===== src/rtl/mul_acc_stage_pkg.sv =====
// Shared definitions for the multiply-accumulate stage.
//   ST_ACCUM / ST_HOLD : FSM state codes (result pending / result presented)
//   PROD_W             : width of the signed product from the multiplier tree
//   ACC_W_DEF          : default accumulator width
//   add_ovf()          : signed-add overflow from the operand and result sign bits
package mul_pkg;

  localparam logic ST_ACCUM = 1'b0;
  localparam logic ST_HOLD  = 1'b1;

  localparam int PROD_W    = 64;
  localparam int ACC_W_DEF = 72;

  typedef enum logic {
    S_ACCUM = ST_ACCUM,
    S_HOLD  = ST_HOLD
  } state_e;

  // Overflow happens only when both operands share a sign and the result does not.
  function automatic logic add_ovf(input logic a_msb, input logic b_msb, input logic s_msb);
    return (a_msb == b_msb) && (s_msb != a_msb);
  endfunction

endpackage


===== src/rtl/mul_acc_stage_add_sat.sv =====
// acc_add_sat: combinational ACC_W-bit signed add of the accumulator and a
// sign-extended 64-bit product, with overflow detection and optional clamp.
//   a    in  ACC_W   current accumulator (two's complement)
//   b    in  PROD_W  signed product
//   sum  out ACC_W   a + sext(b), clamped to +max/-min on overflow when SAT != 0
//   ovf  out 1       signed overflow of this add
module acc_add_sat
  import mul_pkg::*;
#(
  parameter int ACC_W = ACC_W_DEF,
  parameter int SAT   = 1
) (
  input  logic [ACC_W-1:0]  a,
  input  logic [PROD_W-1:0] b,
  output logic [ACC_W-1:0]  sum,
  output logic              ovf
);

  localparam logic [ACC_W-1:0] ACC_MAX = {1'b0, {(ACC_W-1){1'b1}}};
  localparam logic [ACC_W-1:0] ACC_MIN = {1'b1, {(ACC_W-1){1'b0}}};

  logic [ACC_W-1:0] b_ext_s;
  logic [ACC_W-1:0] raw_s;

  // Sign-extend, add, and clamp toward the side the operands were heading.
  always_comb begin
    b_ext_s = ACC_W'($signed(b));
    raw_s   = a + b_ext_s;
    ovf     = add_ovf(a[ACC_W-1], b_ext_s[ACC_W-1], raw_s[ACC_W-1]);
    if (ovf && (SAT != 0)) begin
      sum = a[ACC_W-1] ? ACC_MIN : ACC_MAX;
    end else begin
      sum = raw_s;
    end
  end

endmodule


===== src/rtl/mul_acc_stage.sv =====
// mul_acc_stage: registers 64-bit signed product beats and sums them into a
// wide accumulator; presents the dot product once the beat marked last is added.
//   clk, rst_n          clock, asynchronous active-low reset
//   clr                 synchronous abort of the partial sum and pending beat
//   s_valid/s_ready     product beat handshake; s_prod data, s_last end-of-sum
//   m_valid/m_ready     result handshake
//   m_acc               signed accumulated sum (ACC_W bits, ACC_W >= 64)
//   m_count             terms summed, saturating at 2^CNT_W-1
//   m_ovf               sticky signed-overflow flag for the current sum
module mul_acc_stage
  import mul_pkg::*;
#(
  parameter int ACC_W = ACC_W_DEF,
  parameter int CNT_W = 8,
  parameter int SAT   = 1
) (
  input  logic              clk,
  input  logic              rst_n,
  input  logic              clr,
  input  logic              s_valid,
  output logic              s_ready,
  input  logic [PROD_W-1:0] s_prod,
  input  logic              s_last,
  output logic              m_valid,
  input  logic              m_ready,
  output logic [ACC_W-1:0]  m_acc,
  output logic [CNT_W-1:0]  m_count,
  output logic              m_ovf
);

  state_e            state_r;
  logic [PROD_W-1:0] p_prod_r;
  logic              p_last_r;
  logic              p_valid_r;
  logic [ACC_W-1:0]  acc_r;
  logic [CNT_W-1:0]  cnt_r;
  logic              ovf_r;

  logic              consume_s;
  logic              accept_s;
  logic [ACC_W-1:0]  sum_s;
  logic              add_ovf_s;
  logic [CNT_W-1:0]  cnt_inc_s;

  // The skid slot frees itself when its beat is consumed this cycle, so
  // s_ready depends only on registers, never on m_ready.
  assign consume_s = p_valid_r && (state_r == S_ACCUM);
  assign s_ready   = !p_valid_r || consume_s;
  assign accept_s  = s_valid && s_ready;
  assign cnt_inc_s = (cnt_r == {CNT_W{1'b1}}) ? cnt_r : cnt_r + {{(CNT_W-1){1'b0}}, 1'b1};

  acc_add_sat #(
    .ACC_W (ACC_W),
    .SAT   (SAT)
  ) u_add (
    .a   (acc_r),
    .b   (p_prod_r),
    .sum (sum_s),
    .ovf (add_ovf_s)
  );

  // Input register P: loads on accept, empties on consume, dropped by clr.
  always_ff @(posedge clk or negedge rst_n) begin
    if (!rst_n) begin
      p_prod_r  <= {PROD_W{1'b0}};
      p_last_r  <= 1'b0;
      p_valid_r <= 1'b0;
    end else if (clr) begin
      p_valid_r <= 1'b0;
    end else if (accept_s) begin
      p_prod_r  <= s_prod;
      p_last_r  <= s_last;
      p_valid_r <= 1'b1;
    end else if (consume_s) begin
      p_valid_r <= 1'b0;
    end
  end

  // Accumulate / hold FSM with the accumulator, term counter and overflow flag.
  always_ff @(posedge clk or negedge rst_n) begin
    if (!rst_n) begin
      state_r <= S_ACCUM;
      acc_r   <= {ACC_W{1'b0}};
      cnt_r   <= {CNT_W{1'b0}};
      ovf_r   <= 1'b0;
    end else if (clr) begin
      state_r <= S_ACCUM;
      acc_r   <= {ACC_W{1'b0}};
      cnt_r   <= {CNT_W{1'b0}};
      ovf_r   <= 1'b0;
    end else begin
      case (state_r)
        S_ACCUM: begin
          if (consume_s) begin
            acc_r <= sum_s;
            cnt_r <= cnt_inc_s;
            ovf_r <= ovf_r | add_ovf_s;
            if (p_last_r) begin
              state_r <= S_HOLD;
            end
          end
        end
        S_HOLD: begin
          // Result taken: start the next sum from zero; a beat waiting in P
          // is consumed on the following cycle.
          if (m_ready) begin
            state_r <= S_ACCUM;
            acc_r   <= {ACC_W{1'b0}};
            cnt_r   <= {CNT_W{1'b0}};
            ovf_r   <= 1'b0;
          end
        end
        default: begin
          state_r <= S_ACCUM;
        end
      endcase
    end
  end

  assign m_valid = (state_r == S_HOLD);
  assign m_acc   = acc_r;
  assign m_count = cnt_r;
  assign m_ovf   = ovf_r;

endmodule


===== config.mk =====
export PLATFORM = sky130hd
export DESIGN_NAME = mul_acc_stage
export DESIGN_NICKNAME = d
export VERILOG_FILES = /design/src/rtl/mul_acc_stage_pkg.sv /design/src/rtl/mul_acc_stage_add_sat.sv /design/src/rtl/mul_acc_stage.sv
export SDC_FILE = /design/constraint.sdc
export NUM_CORES = 1
export LEC_CHECK = 0
export CORE_MARGIN = 5
export CORE_UTILIZATION = 52
export DETAILED_ROUTE_END_ITERATION = 6
export GPL_ROUTABILITY_DRIVEN = 0
export PLACE_DENSITY_LB_ADDON = 0.1
export SETUP_SLACK_MARGIN = 0.2
export SLEW_MARGIN = 20
export SYNTH_ARGS = -nofsm -noshare
export SYNTH_HDL_FRONTEND = slang
export SYNTH_SLANG_ARGS = --single-unit

===== constraint.sdc =====
create_clock -name clk -period 4.1 [get_ports clk]
set_clock_uncertainty 0.1 [all_clocks]
set_input_delay 1.025 -clock clk [delete_from_list [all_inputs] [get_ports clk]]
set_output_delay 1.025 -clock clk [all_outputs]
set_load 0.1 [all_outputs]

Word-level counts from Yosys, hierarchy flattened:

Index checks and enable logic that the tools add are counted.

* register bits: 148
* output and inout port bits: 83
* logic and storage cells: 50

* add/subtract/negate cells: 2
* equal/unequal tests: 6
* multiplexer cells: 23
* bitwise operators: 3
* reduce and logical (&&, ||, !) cells: 9

Operators with widths (count)
* 72-bit 2-to-1 mux: 5
* 72-bit case mux with 2 select lines: 1
* 72-bit adder: 1
* 8-bit 2-to-1 mux: 4
* 8-bit case mux with 2 select lines: 1
* 1-bit 2-to-1 mux: 10
* 3-bit inequality test, second input constant: 3
* 8-bit by 1-bit adder with 8-bit output, second input constant: 1
* 8-bit == test, second input constant: 1
* 1-bit case mux with 2 select lines: 2
* 2-bit AND reduction: 2
* 1-bit logical AND: 3
* 3-bit AND reduction: 1
* 3-bit nonzero test: 1
* 1-bit inverter: 2
* 1-bit == test: 1
* 1-bit logical NOT: 1
* 1-bit logical OR: 1
* 1-bit inequality test: 1
* 1-bit OR: 1

Longest topological paths before layout:

Gate-level depths: netlist (run 1).

* depth in word-level cells: 7
* gate-level depth with buffers: 14
* depth with buffers taken out: 13

By module:

Synthesis (run 1) repeated with hierarchy kept, for this count alone.

* cells, all modules: 1108
* area, all modules: 10373.7 um2

By module, submodules not included
* mul_acc_stage: instances 1, cells an instance 364, area each 5541.6 um2, sequential area each 3703.6 um2
* acc_add_sat: instances 1, cells an instance 744, area each 4832.1 um2, sequential area each 0.0 um2

Worst setup path after synthesis (run 1):

Ideal clock, no wire load.

* kind: reg2reg
* start point: reg acc_r[0] (netlist: m_acc[0])
* end point: reg acc_r[56] (netlist: m_acc[56])
* setup time: 126 ps
* data arrival time: 3532 ps
* slack: 342 ps
* stages on the path, launching flop included: 14
* buffers on the path: 0
* path through: dfrtp_1 > ha_1 > inv_1 > fa_1 > nand2b_1 > a21oi_1 > o21ai_1 > a2111oi_2 > o21ai_1 > a21oi_1 > nor2_1 > o21bai_1 > xnor2_1 > a221o_1

* longest elaborated chain between the ends: 7

Ends and longest elaborated chain
* from (decl): RTL line mul_acc_stage.sv:35 `logic [ACC_W-1:0] acc_r;`
* from (signal assigned): RTL line mul_acc_stage.sv:83 `acc_r <= {ACC_W{1'b0}};`
* from (signal assigned): RTL line mul_acc_stage.sv:88 `acc_r <= {ACC_W{1'b0}};`
* from (signal assigned): RTL line mul_acc_stage.sv:95 `acc_r <= sum_s;`
* 72-bit adder (*): RTL line mul_acc_stage_add_sat.sv:28 `raw_s = a + b_ext_s;`
* 1-bit inequality test: RTL line mul_acc_stage_pkg.sv:21 `return (a_msb == b_msb) && (s_msb != a_msb);`
* 1-bit logical AND: RTL line mul_acc_stage_pkg.sv:21
* 72-bit 2-to-1 mux (*): RTL line mul_acc_stage_add_sat.sv:30 `if (ovf && (SAT != 0)) begin`
* 72-bit 2-to-1 mux (*): RTL line mul_acc_stage.sv:94 `if (consume_s) begin`
* 72-bit case mux with 2 select lines (*): RTL line mul_acc_stage.sv:92 `case (state_r)`
* 72-bit 2-to-1 mux (*): RTL line mul_acc_stage.sv:86 `end else if (clr) begin`

Mark *: on every way between the ends. The rest lies on a longest branch, timed or not. The select of a mux whose other input is x is not followed.
A chain may end at the register's enable or synchronous reset.

Worst setup path after layout (run 1):

Ends and elaborated chain as after synthesis.

==> impl_metrics.py, run 1 <==
metrics = {
    "power_and_ir_drop": {
        "power_leakage_uw": 0.00569,
        "switching_share_pct": 46.3,
        "finalPower_uw": 7090,
        "irDropWorstVdd_uv": 329,
        "power.density_nw_per_um2": 554,
        "combPwrFrac_pct": 50.2,
        "power.internal_uw": 3810,
        "sequentialPowerShare_pct": 26.6,
        "clkPwrFrac_pct": 23.1,
        "power_switching_uw": 3280,
    },
    "synthesis": {
        "synth.top_cell.area_share_pct": 35.3,
        "synth_async_sr_flop_share_pct": 100,
        "synthAdderAreaFrac_pct": 8.77,
        "yosysSeqAreaShare_pct": 35.3,
        "synth_edf_count": 0,
        "ys_types": 72,
        "netlist_instances": 1229,
        "synth_area_um2": 10500,
        "synth-compound-area-share_pct": 20.8,
        "synth_largest_area_cell": "dfrtp_1",
        "yosysWarnings": 0,
        "synthXorXnorAreaFrac_pct": 5.75,
        "synth_seq_cells": 148,
        "syn-mean-instance-area_um2": 8.54,
        "synth_nets": 1372,
        "yosysMostFrequentCell": "nand2_1",
        "synthMuxAreaShare_pct": 7.40,
        "synth_commonest_cells": "218 x nand2_1, 148 x dfrtp_1, 123 x o21ai_0",
        "synth.area.top_cells": "dfrtp_1 35%, ha_1 8.6%, nand2_1 7.8%, mux2_2 7.0%, o21ai_0 5.9%",
        "synth_top_family_by_area": "compound AO/OA/AOI/OAI gates",
        "synth_ff_type": "dfrtp_1",
        "synthSimpleGateAreaFrac_pct": 18.1,
    },
    "critical_path": {
        "cp.arrival_ns": 3.90,
        "path_buf_inv": 1,
        "start_kind": "register",
        "cpPeakStageDelay_ns": 0.48,
        "r2r_setup_slack_ns": 0.43,
        "cp_slowest_cell": "a2111oi_4",
        "path_cells": "ha_1, inv_1, fa_1, nand2b_1, a21oi_1, o21ai_1, a2111oi_4, o21ai_1, a21oi_1, nor2_1, o21bai_1, xnor2_1, a221o_1",
        "path_max_fanout": 3,
        "crit_required_ns": 4.32,
        "critPathKind": "register to register",
        "endpoint_kind": "register",
        "critPathTopFamily": "compound AO/OA/AOI/OAI gates",
    },
    "die": {
        "core-area_um2": 20000,
        "row_count": 52,
        "die_x_um": 152,
        "dieArea_um2": 23100,
        "ioPinCount": 153,
        "initial_core_util_pct": 52.4,
        "die_y_um": 152,
    },
    "sta": {
        "finalMaxSlewViolations": 0,
        "final.setup.worst_slack_ns": 0.426,
        "period_share_pct": 89.6,
        "setup_viol": 0,
        "hold_viol_final": 0,
        "clock.fmax_mhz": 272,
        "finalSetupTns_ns": 0,
        "fin_crit_ns": 3.67,
        "relSlewSlack_pct": 30.3,
        "grt_setup_unrepaired": "no",
        "tightest_slew_ns": 1.04,
    },
    "global_route": {
        "grt_pass1_vias": 9266,
        "antenna_found_initial": 0,
        "grt_usage_pct": 24.4,
        "grt_max_degree": 96,
        "grt_pass1_wl_um": 47100,
        "overflow": 0,
    },
    "routing": {
        "drt_first_pass_iters": 5,
        "drc": 0,
        "vias_per_cell": 5.87,
        "antenna_left": 0,
        "drt_iter0_markers": 762,
        "drt_wl_total_um": 28800,
        "vias": 9549,
        "wl_per_cell_um": 17.7,
    },
    "clock_tree": {
        "cts_hold_buf": 0,
        "clk_pin_slew_ns": 0.06,
        "clk_path_buf_depth": 2,
        "clk_latency_ns": 0.44,
        "cts_inserted_buffers": 17,
        "cts_tree": "yes",
        "postCtsSetupBuffers": 0,
        "htreeDepth": 4,
        "cts-root-buf": "clkbuf_16",
        "cts_sinks": 148,
    },
    "finish": {
        "drive_above_1_share_pct": 10.2,
        "finalNetCount": 1488,
        "multiInputGateArea_um2": 6420,
        "nFillCells": 1750,
        "syn_to_final_growth_pct": 21.8,
        "seqCellArea_um2": 3700,
        "antenna_cells": 0,
    },
    "run": {
        "max_cap_violations": 0,
    },
    "place": {
        "place_ws_ns": 0.383,
        "numPortBuffers": 152,
        "hpwl_um": 21200,
    },
    "status": {
        "run_status": "finished clean",
    },
    "hold_path": {
        "hold_class": "register to register",
    },
}
==> through the flow <==
stage	hold WS, ns	util [%]	instances	instance area (um^2)
floorplan	0.375	-	1229	10500
global placement	0.379	60.7	1596	12200
detailed placement	0.387	60.7	1596	12200
CTS	0.404	63.8	1628	12800
global route	0.423	63.8	1628	12800
finish	0.399	63.8	1628	12800
==> power by group through the flow <==
stage / Combinational, uW / Sequential, uW / Clock (uW)
CTS: 3540 / 1890 / 1670
floorplan: 1820 / 2780 / 0
finish: 3560 / 1890 / 1640
global placement: 3500 / 1900 / 0
global route: 3830 / 1910 / 1730
detailed placement: 3520 / 1910 / 0
==> what timing repair did <==
item,in CTS,in global routing
endpoints found under the hold margin,0,0
endpoints found under the setup margin,0,23
resized for setup,0,2
==> registers in the layout (all words and copies together) (netlist names) <==
name,count
m_count,8
p_prod_r,64
m_ovf,1
p_valid_r,1
p_last_r,1
m_valid,1
m_acc,72
==> cells by family (layout without fill, tap and decap cells) <==
kind of cell,Yosys count,count (layout)
buffers and inverters,90,219
flip-flops,148,148
AND/OR/NAND/NOR,424,424
adder cells (fa/ha/maj),73,73
AO/OA/AOI/OAI,356,356
multiplexers,69,69
XOR/XNOR,69,69
==> layer usage <==
metal	vias to the layer above	wire, um	track usage [%]
met5	-	0	0
met4	0	735	8.48
met3	56	1580	4.95
met2	312	13500	39.9
met1	4561	12900	32.4
li1	4620	-	-
==> final timing paths <==
check	start	to	depth (start not counted)
worst max-delay path	m_acc[0]	m_acc[56]	13
worst min-delay path	m_acc[49]	m_acc[49]	2
worst max register to register	m_acc[0]	m_acc[56]	13
worst min register to register	m_acc[49]	m_acc[49]	2
max in group asynchronous	rst_n	p_prod_r[3]	2
min in group asynchronous	rst_n	p_prod_r[41]	1
==> cell usage in the layout (no fill, tap or decap), types with 24 or more instances in the layout <==
cell type / instances
o21ai_0: 123
nand2_1: 218
nor2_1: 76
xnor2_1: 45
xor2_1: 24
dfrtp_1: 147
nand4_1: 33
mux2_2: 65
clkdlybuf4s50_1: 149
ha_1: 72
a21oi_1: 94
==> worst reg2reg max path, cell delays in order, from the launching register on <==
cell	delay (ns)
dfrtp_1	0.37
ha_1	0.22
inv_1	0.07
fa_1	0.40
nand2b_1	0.18
a21oi_1	0.21
o21ai_1	0.17
a2111oi_4	0.48
o21ai_1	0.23
a21oi_1	0.37
nor2_1	0.13
o21bai_1	0.21
xnor2_1	0.11
a221o_1	0.31
==> cell type report <==
| class | count | area share (%) |
|---|---|---|
| multi-input combinational | 991 | 50.1 |
| sequential | 148 | 29.0 |
| timing repair buffer | 165 | 12.8 |
| clock buffer | 18 | 3.43 |
| tap | 270 | 2.64 |
| clock inverter | 14 | 1.36 |
| inverter | 22 | 0.645 |
(Power assumes the default switching activity.)
==> inputs of run 2 (changes only) <==
--- a/config.mk
+++ b/config.mk
@@ -10,7 +10,8 @@
 export DETAILED_ROUTE_END_ITERATION = 6
 export GPL_ROUTABILITY_DRIVEN = 0
 export PLACE_DENSITY_LB_ADDON = 0.1
-export SETUP_SLACK_MARGIN = 0.2
+export RECOVER_POWER = 50
+export SETUP_SLACK_MARGIN = 0.4
 export SLEW_MARGIN = 20
 export SYNTH_ARGS = -nofsm -noshare
 export SYNTH_HDL_FRONTEND = slang
==> constraint.sdc (replaced) <==
create_clock -name clk -period 3.6 [get_ports clk]
set_clock_uncertainty 0.1 [all_clocks]
set_input_delay 0.9 -clock clk [delete_from_list [all_inputs] [get_ports clk]]
set_output_delay 0.9 -clock clk [all_outputs]
set_load 0.1 [all_outputs]
==> impl_metrics.py, run 2 (synthesis gave the netlist of run 1 again) <==
metrics = {
    "power_and_ir_drop": {
        "power_leakage_uw": 0.00593,
        "power.density_nw_per_um2": 623,
        "finalPower_uw": 8540,
        "irDropWorstVdd_uv": 370,
    },
    "place": {
        "hpwl_um": 22400,
        "numPortBuffers": 152,
        "placed_area_um2": 12500,
    },
    "die": {
        "ioPinCount": 153,
        "initial_core_util_pct": 52.4,
        "row_count": 52,
        "core-area_um2": 20000,
        "die_x_um": 152,
        "die_y_um": 152,
        "dieArea_um2": 23100,
    },
    "global_route": {
        "antenna_found_initial": 0,
        "grt_max_degree": 73,
        "grt_pass1_vias": 10100,
        "overflow": 0,
        "grt_pass1_wl_um": 51100,
        "grt_usage_pct": 26.3,
    },
    "routing": {
        "drc": 0,
        "vias_per_cell": 5.94,
        "wl_per_cell_um": 18.5,
        "drt_wl_total_um": 31300,
        "vias": 10000,
        "drt_iter0_markers": 911,
        "antenna_left": 0,
        "drt_first_pass_iters": 5,
    },
    "sta": {
        "hold_viol_final": 0,
        "setup_viol": 0,
        "grt_setup_unrepaired": "yes",
        "finalSetupTns_ns": 0,
        "hold-worst-slack_ns": 0.391,
        "finalMaxSlewViolations": 62,
        "clock.fmax_mhz": 306,
        "relSlewSlack_pct": -6.66,
        "tightest_slew_ns": 1.60,
        "period_share_pct": 90.7,
        "fin_crit_ns": 3.27,
    },
    "finish": {
        "drive_above_1_share_pct": 28.3,
        "syn_to_final_growth_pct": 30.5,
        "nFillCells": 1670,
        "largest_register_ffs": 72,
        "finalNetCount": 1552,
        "layout_commonest_cell": "nand2_1",
        "antenna_cells": 0,
        "design_area_um2": 13700,
        "final_cell_mix": "216 x nand2_1, 104 x buf_4, 88 x o21ai_0",
        "utilization_pct": 68.4,
    },
    "critical_path": {
        "path_max_fanout": 7,
        "crit_required_ns": 3.82,
        "endpoint_kind": "register",
        "ff2ff_path_depth": 13,
        "r2r-start": "m_acc[1]",
        "cp.arrival_ns": 3.48,
        "start_kind": "register",
        "critPathKind": "register to register",
        "r2r_end": "m_acc[70]",
        "r2r_setup_slack_ns": 0.33,
    },
    "hold_path": {
        "holdPathStages": 2,
        "hp-start": "m_acc[46]",
        "hold_class": "register to register",
        "hold_end": "m_acc[46]",
    },
    "clock_tree": {
        "cts_sinks": 148,
        "clk_path_buf_depth": 2,
        "cts_inserted_buffers": 17,
        "cts_hold_buf": 0,
        "clk_latency_ns": 0.44,
        "cts_tree": "yes",
        "cts-root-buf": "clkbuf_16",
        "htreeDepth": 4,
        "clk_pin_slew_ns": 0.06,
    },
    "run": {
        "max_cap_violations": 1,
    },
    "status": {
        "run_status": "finished with violations",
        "failed_checks": "max-capacitance violations, max-slew violations",
    },
}
[run 2: cell count changes in the layout (fill, tap and decap cells not counted), moves of 16 or more]
cell,change
a21oi_1,-17
buf_4,+91
clkbuf_1,+44
clkdlybuf4s50_1,-83
dfrtp_1,-69
dfrtp_2,+46
dfrtp_4,+23
ha_1,-28
ha_4,+16
o21ai_0,-35
o21ai_1,+16
o21ai_2,+18
[run 2: layout make-up]
class                   count  area (um^2)  share of cell area (%)
multi-input cells         991         7000                    51.1
well taps                 270          338                    2.47
repair buffers            229         1850                    13.5
clock buffers              21          450                    3.29
flip-flops and latches    148         3850                    28.1
clock inverters            11          129                   0.940
inverters                  22         87.6                   0.639
[run 2: through the flow]
| step | instances | worst slack (ns) |
|---|---|---|
| after floorplan | 1229 | 0.348 |
| after global placement | 1621 | 0.174 |
| after detailed placement | 1621 | 0.173 |
| after CTS | 1667 | 0.379 |
| after global routing | 1692 | 0.201 |
| final | 1692 | 0.334 |
[run 2: power by group]
part           switching (uW)  internal (uW)  total [uW]
combinational            2990           1520        4510
clock                     761           1040        1800
sequential                262           1960        2230
total                    4010           4530        8540
[run 2: critical path, stage by stage, from the launching register on]
cell and delay, ns:
dfrtp_4 0.51, ha_4 0.24, a211oi_4 0.26, nor2_2 0.10
o22ai_4 0.24, o31ai_4 0.10, a311o_1 0.43, a21oi_2 0.15
o211a_1 0.22, buf_6 0.12, a21oi_4 0.08, buf_12 0.17
buf_6 0.11, a221o_1 0.30
[run 2: worst max-delay path by stage]
stage	slack, ns	from	cells past startpoint	to
finish	0.33	m_acc[1]	13	m_acc[70]
global route	0.20	m_acc[1]	13	m_acc[70]
CTS	0.38	m_acc[0]	15	m_acc[60]
detailed placement	0.17	m_acc[1]	12	m_acc[69]
global placement	0.17	m_acc[1]	12	m_acc[69]
floorplan	0.35	m_acc[0]	13	m_acc[56]
[run 2: routing by layer]
metal,part of all wire [%],vias to the layer above,track usage (%)
li1,-,4750,-
met1,44,4846,35.3
met2,48,395,43.5
met3,6.0,56,5.01
met4,2.2,0,8.22
met5,0,-,0
[run 2: what timing repair did]
item,4_1_cts,5_1_grt
pin swaps,16,38
gates cloned,1,0
resized for setup,48,96
buffers inserted,13,25
setup endpoints to repair,72,72
==> inputs of run 3 (changes only) <==
--- a/config.mk
+++ b/config.mk
@@ -5,13 +5,13 @@
 export SDC_FILE = /design/constraint.sdc
 export NUM_CORES = 1
 export LEC_CHECK = 0
+export CAP_MARGIN = 20
 export CORE_MARGIN = 5
 export CORE_UTILIZATION = 52
 export DETAILED_ROUTE_END_ITERATION = 6
 export GPL_ROUTABILITY_DRIVEN = 0
 export PLACE_DENSITY_LB_ADDON = 0.1
 export RECOVER_POWER = 50
-export SETUP_SLACK_MARGIN = 0.4
 export SLEW_MARGIN = 20
 export SYNTH_ARGS = -nofsm -noshare
 export SYNTH_HDL_FRONTEND = slang
==> impl_metrics.py, run 3 (synthesis gave the netlist of run 1 again) <==
metrics = {
    "status": {
        "run_status": "finished with violations",
        "failed_checks": "max-capacitance violations, max-slew violations",
    },
    "routing": {
        "vias_per_cell": 5.90,
        "antenna_left": 0,
        "drt_iter0_markers": 631,
        "drc": 0,
        "wl_per_cell_um": 18.1,
        "drt_first_pass_iters": 5,
        "drt_wl_total_um": 30000,
        "vias": 9779,
    },
    "clock_tree": {
        "cts-root-buf": "clkbuf_16",
        "htreeDepth": 4,
        "cts_hold_buf": 0,
        "cts_inserted_buffers": 17,
        "clk_latency_ns": 0.43,
        "cts_tree": "yes",
        "clk_path_buf_depth": 2,
        "clk_pin_slew_ns": 0.06,
        "cts_sinks": 148,
    },
    "global_route": {
        "grt_pass1_wl_um": 48900,
        "antenna_found_initial": 0,
        "grt_usage_pct": 25.4,
        "grt_max_degree": 96,
        "overflow": 0,
        "grt_pass1_vias": 9513,
    },
    "critical_path": {
        "path_max_fanout": 10,
        "crit_required_ns": 3.81,
        "critPathCapture": "m_acc[23]",
        "critPathKind": "register to register",
        "setup.worst_path.start": "p_prod_r[63]",
        "ff2ff_path_depth": 12,
        "start_kind": "register",
        "r2r-start": "p_prod_r[63]",
        "endpoint_kind": "register",
        "cp.arrival_ns": 3.62,
        "r2r_setup_slack_ns": 0.19,
        "r2r_end": "m_acc[23]",
    },
    "power_and_ir_drop": {
        "sequentialPowerShare_pct": 26.4,
        "switching_share_pct": 47.0,
        "power_leakage_uw": 0.00582,
        "finalPower_uw": 8140,
        "irDropWorstVdd_uv": 371,
        "clkPwrFrac_pct": 22.7,
        "power.internal_uw": 4310,
        "power.density_nw_per_um2": 642,
        "power_switching_uw": 3830,
        "combPwrFrac_pct": 50.8,
    },
    "sta": {
        "finalSetupTns_ns": 0,
        "fin_crit_ns": 3.41,
        "tightest_slew_ns": 2.49,
        "setup_viol": 0,
        "period_share_pct": 94.8,
        "clock.fmax_mhz": 293,
        "finalMaxSlewViolations": 95,
        "relSlewSlack_pct": -66.0,
        "hold_viol_final": 0,
    },
    "die": {
        "ioPinCount": 153,
        "core-area_um2": 20000,
        "initial_core_util_pct": 52.4,
        "row_count": 52,
        "dieArea_um2": 23100,
        "die_x_um": 152,
        "die_y_um": 152,
    },
    "place": {
        "numPortBuffers": 152,
        "hpwl_um": 22200,
        "dp.cells": 1623,
    },
    "finish": {
        "finalNetCount": 1518,
        "largest_register_ffs": 72,
        "drive_above_1_share_pct": 15.5,
        "final_cell_mix": "218 x nand2_1, 144 x dfrtp_1, 122 x o21ai_0",
        "antenna_cells": 0,
        "layout_commonest_cell": "nand2_1",
        "final_cells": 1658,
        "syn_to_final_growth_pct": 20.7,
        "nFillCells": 1818,
    },
    "hold_path": {
        "hold_class": "register to register",
    },
    "run": {
        "max_cap_violations": 1,
    },
}
## run 3: changes by cell type in the layout (fill, tap and decap cells not counted), sizes merged
| cell | previous run | this run |
|---|---|---|
| clkbuf | 64 | 60 |
| clkinvlp | 5 | 1 |
| mux2 | 66 | 68 |
| buf | 117 | 84 |
| bufinv | 2 | 3 |
| clkinv | 2 | 7 |
| bufbuf | 1 | 0 |
## run 3: cell type report
cell class,count,area (um^2),area share (%)
clock buffer,19,433,3.41
clock inverter,13,158,1.24
inverter,22,82.6,0.651
multi-input combinational,993,6450,50.9
sequential,148,3710,29.3
tap,270,338,2.66
timing repair buffer,193,1510,11.9
## run 3: how the worst min path moves through the flow
stage                         start   endpoint  slack (ns)  depth (start not counted)
after floorplan            p_last_r    m_valid        0.38                          2
after global placement     m_acc[0]   m_acc[0]        0.38                          2
after detailed placement  m_acc[62]  m_acc[62]        0.39                          2
after CTS                 m_acc[39]  m_acc[39]        0.41                          2
after global routing      m_acc[39]  m_acc[39]        0.42                          2
final                     m_acc[39]  m_acc[39]        0.40                          2
## run 3: repair_timing
item	4_1_cts	5_1_grt
setup endpoints to repair	0	52
buffers inserted	0	1
gates resized for setup	0	6
## run 3: critical path: stages (launching register included)
cell,delay [ns]
dfrtp_1,0.46
ha_1,0.45
nand2_1,0.10
nor2_1,0.04
a211oi_1,0.47
nor2_1,0.14
nor4_4,0.25
a21boi_2,0.21
o22ai_1,0.15
mux2_4,0.41
buf_4,0.18
o21ai_0,0.24
nand2_1,0.09
## run 3: per-layer routing
metal / share of wire, % / GRT usage [%]
met1: 44 / 33.8
met2: 47 / 41.3
met3: 6.0 / 4.95
met4: 2.8 / 9.50
met5: 0 / 0
## run 3: power groups by stage
stage,logic [uW],registers [uW],clock network [uW]
4_1_cts,4130,2150,1870
2_1_floorplan,2070,3160,0
5_1_grt,4450,2180,1940
3_5_place_dp,4100,2180,0
6_report,4140,2150,1850
3_3_place_gp,4080,2160,0
## run 3: metrics by stage
stage | instance area, um^2 | setup slack [ns] | util [%] | hold slack (ns)
6_report | 12700 | 0.189 | 63.3 | 0.401
5_1_grt | 12700 | -0.0299 | 63.3 | 0.416
4_1_cts | 12800 | 0.0979 | 63.8 | 0.407
3_5_place_dp | 12200 | 0.124 | 60.8 | 0.392
3_3_place_gp | 12200 | 0.187 | 60.8 | 0.376
2_1_floorplan | 10500 | 0.0284 | - | 0.375
